<file path="src/rtl/demux32_buf.sv">
// Registered 1-to-2 demux: one input word steered by s into
// one of two small FIFOs, each drained by its own valid/ready port.
module demux32_buf #(
  parameter int W     = 32,
  parameter int DEPTH = 2,
  parameter int CW    = 8
) (
  input  logic          c,
  input  logic          rst,
  input  logic [W-1:0]  i,
  input  logic          s,
  input  logic          iv,
  output logic          ir,
  output logic [W-1:0]  o0,
  output logic          v0,
  input  logic          r0,
  output logic [W-1:0]  o1,
  output logic          v1,
  input  logic          r1,
  output logic [CW-1:0] n0,
  output logic [CW-1:0] n1
);

  localparam int AW = (DEPTH > 1) ? $clog2(DEPTH) : 1;
  localparam logic [AW:0] FULL = (AW+1)'(DEPTH);

  logic [W-1:0]  mem0 [DEPTH];
  logic [W-1:0]  mem1 [DEPTH];
  logic [AW-1:0] wp0, rp0, wp1, rp1;
  logic [AW:0]   cnt0, cnt1;
  logic          full0, full1;
  logic          push0, push1, pop0, pop1;

  assign full0 = (cnt0 == FULL);
  assign full1 = (cnt1 == FULL);

  // Head-of-line: readiness follows only the selected FIFO.
  assign ir = ~rst & ~(s ? full1 : full0);

  assign push0 = iv & ir & ~s;
  assign push1 = iv & ir & s;
  assign pop0  = v0 & r0;
  assign pop1  = v1 & r1;

  assign v0 = (cnt0 != '0);
  assign v1 = (cnt1 != '0);
  assign o0 = v0 ? mem0[rp0] : '0;
  assign o1 = v1 ? mem1[rp1] : '0;

  always_ff @(posedge c) begin
    if (push0) mem0[wp0] <= i;
    if (push1) mem1[wp1] <= i;
  end

  always_ff @(posedge c) begin
    if (rst) begin
      wp0  <= '0;
      rp0  <= '0;
      cnt0 <= '0;
      n0   <= '0;
    end else begin
      if (push0) begin
        wp0 <= wp0 + 1'b1;
        n0  <= n0 + 1'b1;
      end
      if (pop0) rp0 <= rp0 + 1'b1;
      unique case (1'b1)
        push0 & ~pop0: cnt0 <= cnt0 + 1'b1;
        pop0 & ~push0: cnt0 <= cnt0 - 1'b1;
        default:       cnt0 <= cnt0;
      endcase
    end
  end

  always_ff @(posedge c) begin
    if (rst) begin
      wp1  <= '0;
      rp1  <= '0;
      cnt1 <= '0;
      n1   <= '0;
    end else begin
      if (push1) begin
        wp1 <= wp1 + 1'b1;
        n1  <= n1 + 1'b1;
      end
      if (pop1) rp1 <= rp1 + 1'b1;
      unique case (1'b1)
        push1 & ~pop1: cnt1 <= cnt1 + 1'b1;
        pop1 & ~push1: cnt1 <= cnt1 - 1'b1;
        default:       cnt1 <= cnt1;
      endcase
    end
  end

endmodule

</file>
<file path="config.mk">
export PLATFORM = sky130hd
export DESIGN_NAME = demux32_buf
export DESIGN_NICKNAME = d
export VERILOG_FILES = /design/src/rtl/demux32_buf.sv
export SDC_FILE = /design/constraint.sdc
export NUM_CORES = 1
export LEC_CHECK = 0
export CAP_MARGIN = 20
export CORE_MARGIN = 2
export CORE_UTILIZATION = 55
export CTS_CLUSTER_SIZE = 12
export DETAILED_ROUTE_END_ITERATION = 10
export MAX_ROUTING_LAYER = met4
export PLACE_DENSITY = 0.85
export SLEW_MARGIN = 20
export SYNTH_ARGS = -nofsm -noshare
export SYNTH_HDL_FRONTEND = slang
export SYNTH_SLANG_ARGS = --single-unit
</file>
<file path="constraint.sdc">
create_clock -name c -period 5.05 [get_ports c]
set_clock_uncertainty 0.2 [all_clocks]
set_input_delay 1.01 -clock c [delete_from_list [all_inputs] [get_ports c]]
set_output_delay 1.01 -clock c [all_outputs]
set_load 0.1 [all_outputs]
</file>
==> metrics, run 1 <==
outcome=complete, no violations; FF+latch count, synth=about 150; Syn Inst Count=between 400 and 500; layout cells sized above 1=9.22%; P_sw=around 1.5 mW; GRT Total Usage=between 20% and 30%; # port buffers=120; CTS H-tree lvls=4; CTS tree=done; Adder-Cell Fraction of Synth Area=less than 1%; I/O pins=~120; vias in the first global route=between 3000 and 4000; simple-gate share of the synthesized area=around a tenth; Max clock buf depth=2; mux share of post-synthesis cell area=a little over a tenth; Warnings, synthesis=0; Combinational Power Share=33.3%; number of max-cap violations=0; unrepaired setup endpoints after global routing=no; Slew Limit Fails=0; clk sink count=about 150; core footprint=~11000 µm²; commonest non-fill, non-tap cells in the layout=edfxtp_1 (128), clkdlybuf4s50_1 (119), nor2_1 (84), mux2i_1 (65), dfxtp_1 (24); row cnt=38; worst path arrival time=about 3.1 ns; most common cell after layout, fill and taps aside=edfxtp_1; nets@finish=slightly below 600; antenna fix cells=0; Setup-failing EPs final=0; clock power share=30.1%; area grow syn2layout=32.7%; Static Leak=~2.6 nW; synthesized area=approximately 6000 µm²; antenna viol nets, final=0; root buffer cell=clkbuf_8; Skew-Pair Late Insertion Delay=roughly 0.5 ns; CP startpoint kind=flip-flop; Post CTS Setup Buffer Count=0; Internal Pwr Total=2.48 mW; CP Class=reg -> out; Yosys cell types=29; first-pass GRT wire length=19000 µm; die width=109 µm; Compound-Gate Fraction of Synth Area=less than 1%; Synth Area in XOR/XNOR=under 10%; count of cells resized by post-cts repair=0; largest net degree at the start of global routing=34; global route total overflow=0; Reg clk slew, reported paths=~0.06 ns; Hold Crit Class=reg -> reg; vias=3629; Die H=approximately 110 µm; Tmin final=4.26 ns; Final Hold Viols=0; total CTS buffers=17; hold_buf cts=0; Tot Pwr=~4.0 mW; main area contributors after synthesis=edfxtp_1 (64%), mux2i_1 (11%), dfxtp_1 (8.7%), nor2_1 (5.6%), xnor2_1 (1.6%); Iter 0 DRT Violations=approximately 190; Rel. slew slack=between 30% and 40%; largest family of logic cells by synthesized area=multiplexers; initial antenna violation count=0; CP Capture Type=output pin; DR DRC count=0; Peak supply drop=roughly 330 µV; slew of the pin with the lowest slew margin=between 1 and 1.5 ns; crit-path max FO=26; drt first pass iters=4; Req. time, crit path=3.84 ns; Fin Setup TNS=0 ns; drt wl/cell=17.4 µm; initial core utilization=about 56%; Seq pwr share=36.6%; Seq/Total Area, Yosys=about 73%; Avg Inst Size Synth=around 15 µm²; Yosys top cell by area=edfxtp_1; period utilisation layout=a little over four fifths; Pwr Density=between 500 and 600 nW/µm²; FMAX=around 230 MHz; routed vias/inst=~5.2; Routed WL=approximately 12000 µm; syn nets=about 450; share of the synthesized area in the top cell type=between 60% and 70%; gpl congestion=0.780; Detailed Place HPWL=around 7900 µm; die area=roughly 12000 µm²; switching share of total power=38.3%
-- power groups by stage --
stage	Sequential, mW	Clock (mW)	Combinational, mW
after floorplan	1.47	0	1.04
after global placement	1.49	0	1.33
after detailed placement	1.50	0	1.34
after CTS	1.47	1.23	1.35
after global routing	1.48	1.28	1.39
final	1.47	1.21	1.34
-- cell families after synthesis --
logic type      Yosys count
flops                   154
mux                      65
buf+inv                  23
xor+xnor                 18
simple gates            136
compound gates           12
fa+ha+maj                 4
-- layer usage --
| layer | track usage [%] | wire length, µm | vias to the layer above |
|---|---|---|---|
| met3 | 6.63 | 737 | 6 |
| li1 | - | - | 1751 |
| met1 | 28.5 | 5360 | 1767 |
| met4 | 5.40 | 57 | 0 |
| met2 | 35.4 | 5940 | 105 |
| met5 | - | 0 | - |
-- flip-flops by register name, indices dropped and copies added, names as in the netlist, named ones only --
name,cells
mem0,64
mem1,64
n0,8
n1,8
cnt0,2
cnt1,2
rp0,1
rp1,1
wp0,1
wp1,1
-- synthesized netlist by cell type --
| cell type | number |
|---|---|
| nor2_1 | 89 |
| or3b_4 | 1 |
| or3_1 | 5 |
| nor2b_1 | 2 |
| inv_2 | 3 |
| buf_2 | 9 |
| edfxtp_1 | 128 |
| and2_1 | 3 |
| nand2b_1 | 4 |
| and3_1 | 3 |
| xor2_1 | 7 |
| xnor2_1 | 11 |
| a21oi_1 | 7 |
| inv_1 | 1 |
| buf_1 | 2 |
| o21ai_0 | 5 |
| nand2_1 | 10 |
| nor3b_2 | 1 |
| clkbuf_1 | 8 |
| nor4_2 | 3 |
| nand3b_1 | 1 |
| mux2i_1 | 65 |
| dfxtp_1 | 26 |
| nand3_1 | 5 |
| ha_1 | 4 |
| nand4_1 | 5 |
| and4_1 | 2 |
| nand4b_1 | 1 |
| nor4_1 | 1 |
-- critical path, stage by stage, from the launching register on --
cell and delay (ns):
dfxtp_2 0.87, buf_4 0.32, mux2i_1 0.11, nor2_1 0.09
clkdlybuf4s50_1 1.14
-- layout make-up --
cell class | instances | area (µm²)
clock inverter | 13 | 151
clock buffer | 19 | 422
inverter | 4 | 15.0
tap | 140 | 175
timing repair buffer | 128 | 1260
multi-input combinational | 235 | 1590
fill | 709 | 2760
sequential | 154 | 4370
-- metrics by stage --
stage | cells | util (%) | setup slack, ns | hold slack (ns) | cell area [µm²]
2_1_floorplan | 412 | - | 1.20 | 0.281 | 6020
3_3_place_gp | 661 | 68.9 | 1.20 | 0.271 | 7410
3_5_place_dp | 661 | 68.9 | 1.16 | 0.283 | 7410
4_1_cts | 693 | 74.3 | 0.762 | 0.294 | 7980
5_1_grt | 693 | 74.3 | 0.661 | 0.321 | 7980
6_report | 693 | 74.3 | 0.794 | 0.297 | 7980
-- worst paths after layout --
path / startpoint / end / slack [ns] / depth (start not counted)
max: flip-flop / o0[28] / 0.79 / 4
min: n1[7] / n1[7] / 0.30 / 2
max reg2reg: cnt0[0] / cnt0[1] / 2.59 / 6
min reg2reg: n1[7] / n1[7] / 0.30 / 2
Power figures use the tool's default switching activity.
==> inputs of run 2 (changes only) <==
--- a/config.mk
+++ b/config.mk
@@ -7,11 +7,11 @@
 export LEC_CHECK = 0
 export CAP_MARGIN = 20
 export CORE_MARGIN = 2
-export CORE_UTILIZATION = 55
+export CORE_UTILIZATION = 51
 export CTS_CLUSTER_SIZE = 12
 export DETAILED_ROUTE_END_ITERATION = 10
 export MAX_ROUTING_LAYER = met4
-export PLACE_DENSITY = 0.85
+export PLACE_DENSITY = 0.79
 export SLEW_MARGIN = 20
 export SYNTH_ARGS = -nofsm -noshare
 export SYNTH_HDL_FRONTEND = slang
==> constraint.sdc (replaced) <==
create_clock -name c -period 4.45 [get_ports c]
set_clock_uncertainty 0.2 [all_clocks]
set_input_delay 0.89 -clock c [delete_from_list [all_inputs] [get_ports c]]
set_output_delay 0.89 -clock c [all_outputs]
set_load 0.1 [all_outputs]
==> run 2 against run 1 <==
Compared with the run above:
- register-to-register slack worse by 0.60 ns
- critical path type unchanged
- first-iteration DRC count is 4.3% higher
- highest routed layer unchanged
- worst hold slack got worse by 0.0069 ns
- global-route usage shrank 2.1 points
- cell count up 0.14%
- critical path depth shrank 1
- via count increased by 1.2%
- setup slack worse by 0.12 ns
- wire length up 1.2%
- clock power is 26% higher
- total power rose by 17%
- combinational power up 13%
==> metrics, run 2 (same netlist as run 1, synthesis figures left out) <==
nets@finish=581 (-0.17%); fin area=7950 µm² (-0.39%); total CTS buffers=17 (unchanged); hold path start=n1[7]; vias in the first global route=3685 (-0.51%); Pwr Density=591 nW/µm² (+17%); worst path arrival time=2.68 ns (-0.37 ns); Hold Crit Class=reg -> reg; slowest stage delay, CP=1.01 ns (-0.13 ns); Final Hold Viols=0 (unchanged); Static Leak=2.70 nW (+4.0%); hold_buf cts=0 (unchanged); CTS tree=done; Worst Reg-to-Reg Cells=6 (unchanged); hold path cells=2 (unchanged); clk sink count=154 (unchanged); hold_ws=0.290 ns (-0.00689 ns); final std cells w/o fill=694 (+0.14%); crit-path cells=nor2_4, nor2_1, clkdlybuf4s50_1; Buf/Inv on CP=1 (-1); first-pass GRT wire length=18800 µm (-1.2%); Die H=113 µm (+3.7%); CP Class=reg -> out; drt first pass iters=4 (unchanged); Detailed Place HPWL=7720 µm (-1.7%); Tmin final=around 3.8 ns; global route total overflow=0 (unchanged); Reg clk slew, reported paths=0.06 ns (about the same); RR Startpoint=cnt0[0]; routed vias/inst=5.29 (+1.1%); count of cells resized by post-cts repair=0 (unchanged); GRT Total Usage=20.1% (-2.1 points); outcome=complete, no violations; CTS H-tree lvls=4 (unchanged); Placed Cells=663 (+0.30%); Routed WL=12200 µm (+1.2%); area grow syn2layout=32.2%; core footprint=11500 µm² (+6.7%); DR DRC count=0 (unchanged); fillers=795 (+12%); Fin Setup TNS=0 ns (unchanged); unrepaired setup endpoints after global routing=no; R2R setup slack=1.99 ns (-0.60 ns); Req. time, crit path=3.36 ns (-0.48 ns); drt wl/cell=17.6 µm (+1.0%); most common cell after layout, fill and taps aside=edfxtp_1; FMAX=between 200 and 300 MHz; root buffer cell=clkbuf_16; Top Family by Delay on Critical Path=buffers and inverters; largest net degree at the start of global routing=34 (unchanged); Peak supply drop=406 µV (+25%); Tot Pwr=4.70 mW (+17%); Setup-failing EPs final=0 (unchanged); Rel. slew slack=31.6% (+0.31 points); die width=113 µm (+3.7%); Worst path slowest cell=clkdlybuf4s50_1; reg2reg end=cnt0[1]; CP startpoint kind=flip-flop; Hold EP=n1[7]; gpl congestion=0.750 (-3.8%); # port buffers=120 (unchanged); die area=12700 µm² (+7.5%); I/O pins=121 (unchanged); Largest regs=mem0 (64), mem1 (64); Max clock buf depth=2 (unchanged); initial antenna violation count=0 (unchanged); slew of the pin with the lowest slew margin=1.02 ns (-0.00469 ns); antenna viol nets, final=0 (unchanged); period utilisation layout=about 85%; Area after DPL=7320 µm² (-1.2%); initial core utilization=52.5% (-3.5 points); antenna fix cells=0 (unchanged); row cnt=39 (+2.6%); Post CTS Setup Buffer Count=0 (unchanged); commonest non-fill, non-tap cells in the layout=edfxtp_1 (128), clkdlybuf4s50_1 (85), nor2_1 (84), mux2i_1 (65), buf_4 (42); CP Capture Type=output pin; number of max-cap violations=0 (unchanged); Skew-Pair Late Insertion Delay=0.41 ns (-0.09 ns); layout cells sized above 1=16.0% (+6.7 points); Slew Limit Fails=0 (unchanged); Iter 0 DRT Violations=193 (+4.3%); vias=3674 (+1.2%); crit-path max FO=33 (+27%)
==> run 2: cell count changes in the layout (fill, tap and decap cells not counted), sizes merged <==
cell	previous run	this run
bufinv	3	5
clkinvlp	3	0
clkinv	6	8
clkdlybuf4s50	119	85
clkbuf	19	18
buf	9	42
inv	5	4
==> run 2: tightest hold or removal path: cells and delay by family (launching register included) <==
kind           cells  cell delay, ns
AO/OA/AOI/OAI      2            0.13
flip-flops         1            0.31
==> run 2: layout make-up <==
| type | instances | area, µm² | area share, % |
|---|---|---|---|
| multi-input cells | 235 | 1590 | 20.0 |
| well taps | 143 | 179 | 2.25 |
| clock inverters | 13 | 201 | 2.53 |
| clock buffers | 18 | 429 | 5.40 |
| repair buffers | 127 | 1170 | 14.7 |
| flip-flops and latches | 154 | 4370 | 54.9 |
| inverters | 4 | 15.0 | 0.189 |
==> run 2: metal layers <==
layer | vias up | part of all wire, % | track usage [%]
li1 | 1743 | - | -
met1 | 1805 | 43 | 24.3
met2 | 107 | 50 | 32.3
met3 | 19 | 5.3 | 5.67
met4 | 0 | 1.9 | 7.97
met5 | - | 0 | -
==> run 2: worst max-delay path by stage <==
stage                             to  depth (start not counted)     from  slack, ns
final                         o0[22]                          3  cnt0[0]       0.68
after detailed placement  mem1[0][5]                          6      rst       0.98
after floorplan                   ir                          3      rst       0.84
after global routing          o0[19]                          3  cnt0[0]       0.53
after global placement    mem1[0][8]                          6      rst       1.03
after CTS                     o0[23]                          3  cnt0[0]       0.63
==> run 2: where the power goes <==
part           leakage [nW]  switching, mW  internal [mW]
combinational          1.01           1.17          0.332
clock                 0.313          0.542          0.988
sequential             1.37         0.0526           1.61
==> run 2: through the flow <==
stage                     setup WS (ns)  util (%)
final                             0.675      69.3
after floorplan                   0.836         -
after detailed placement          0.977      63.8
after global routing              0.527      69.3
after CTS                         0.628      69.3
after global placement             1.03      63.8
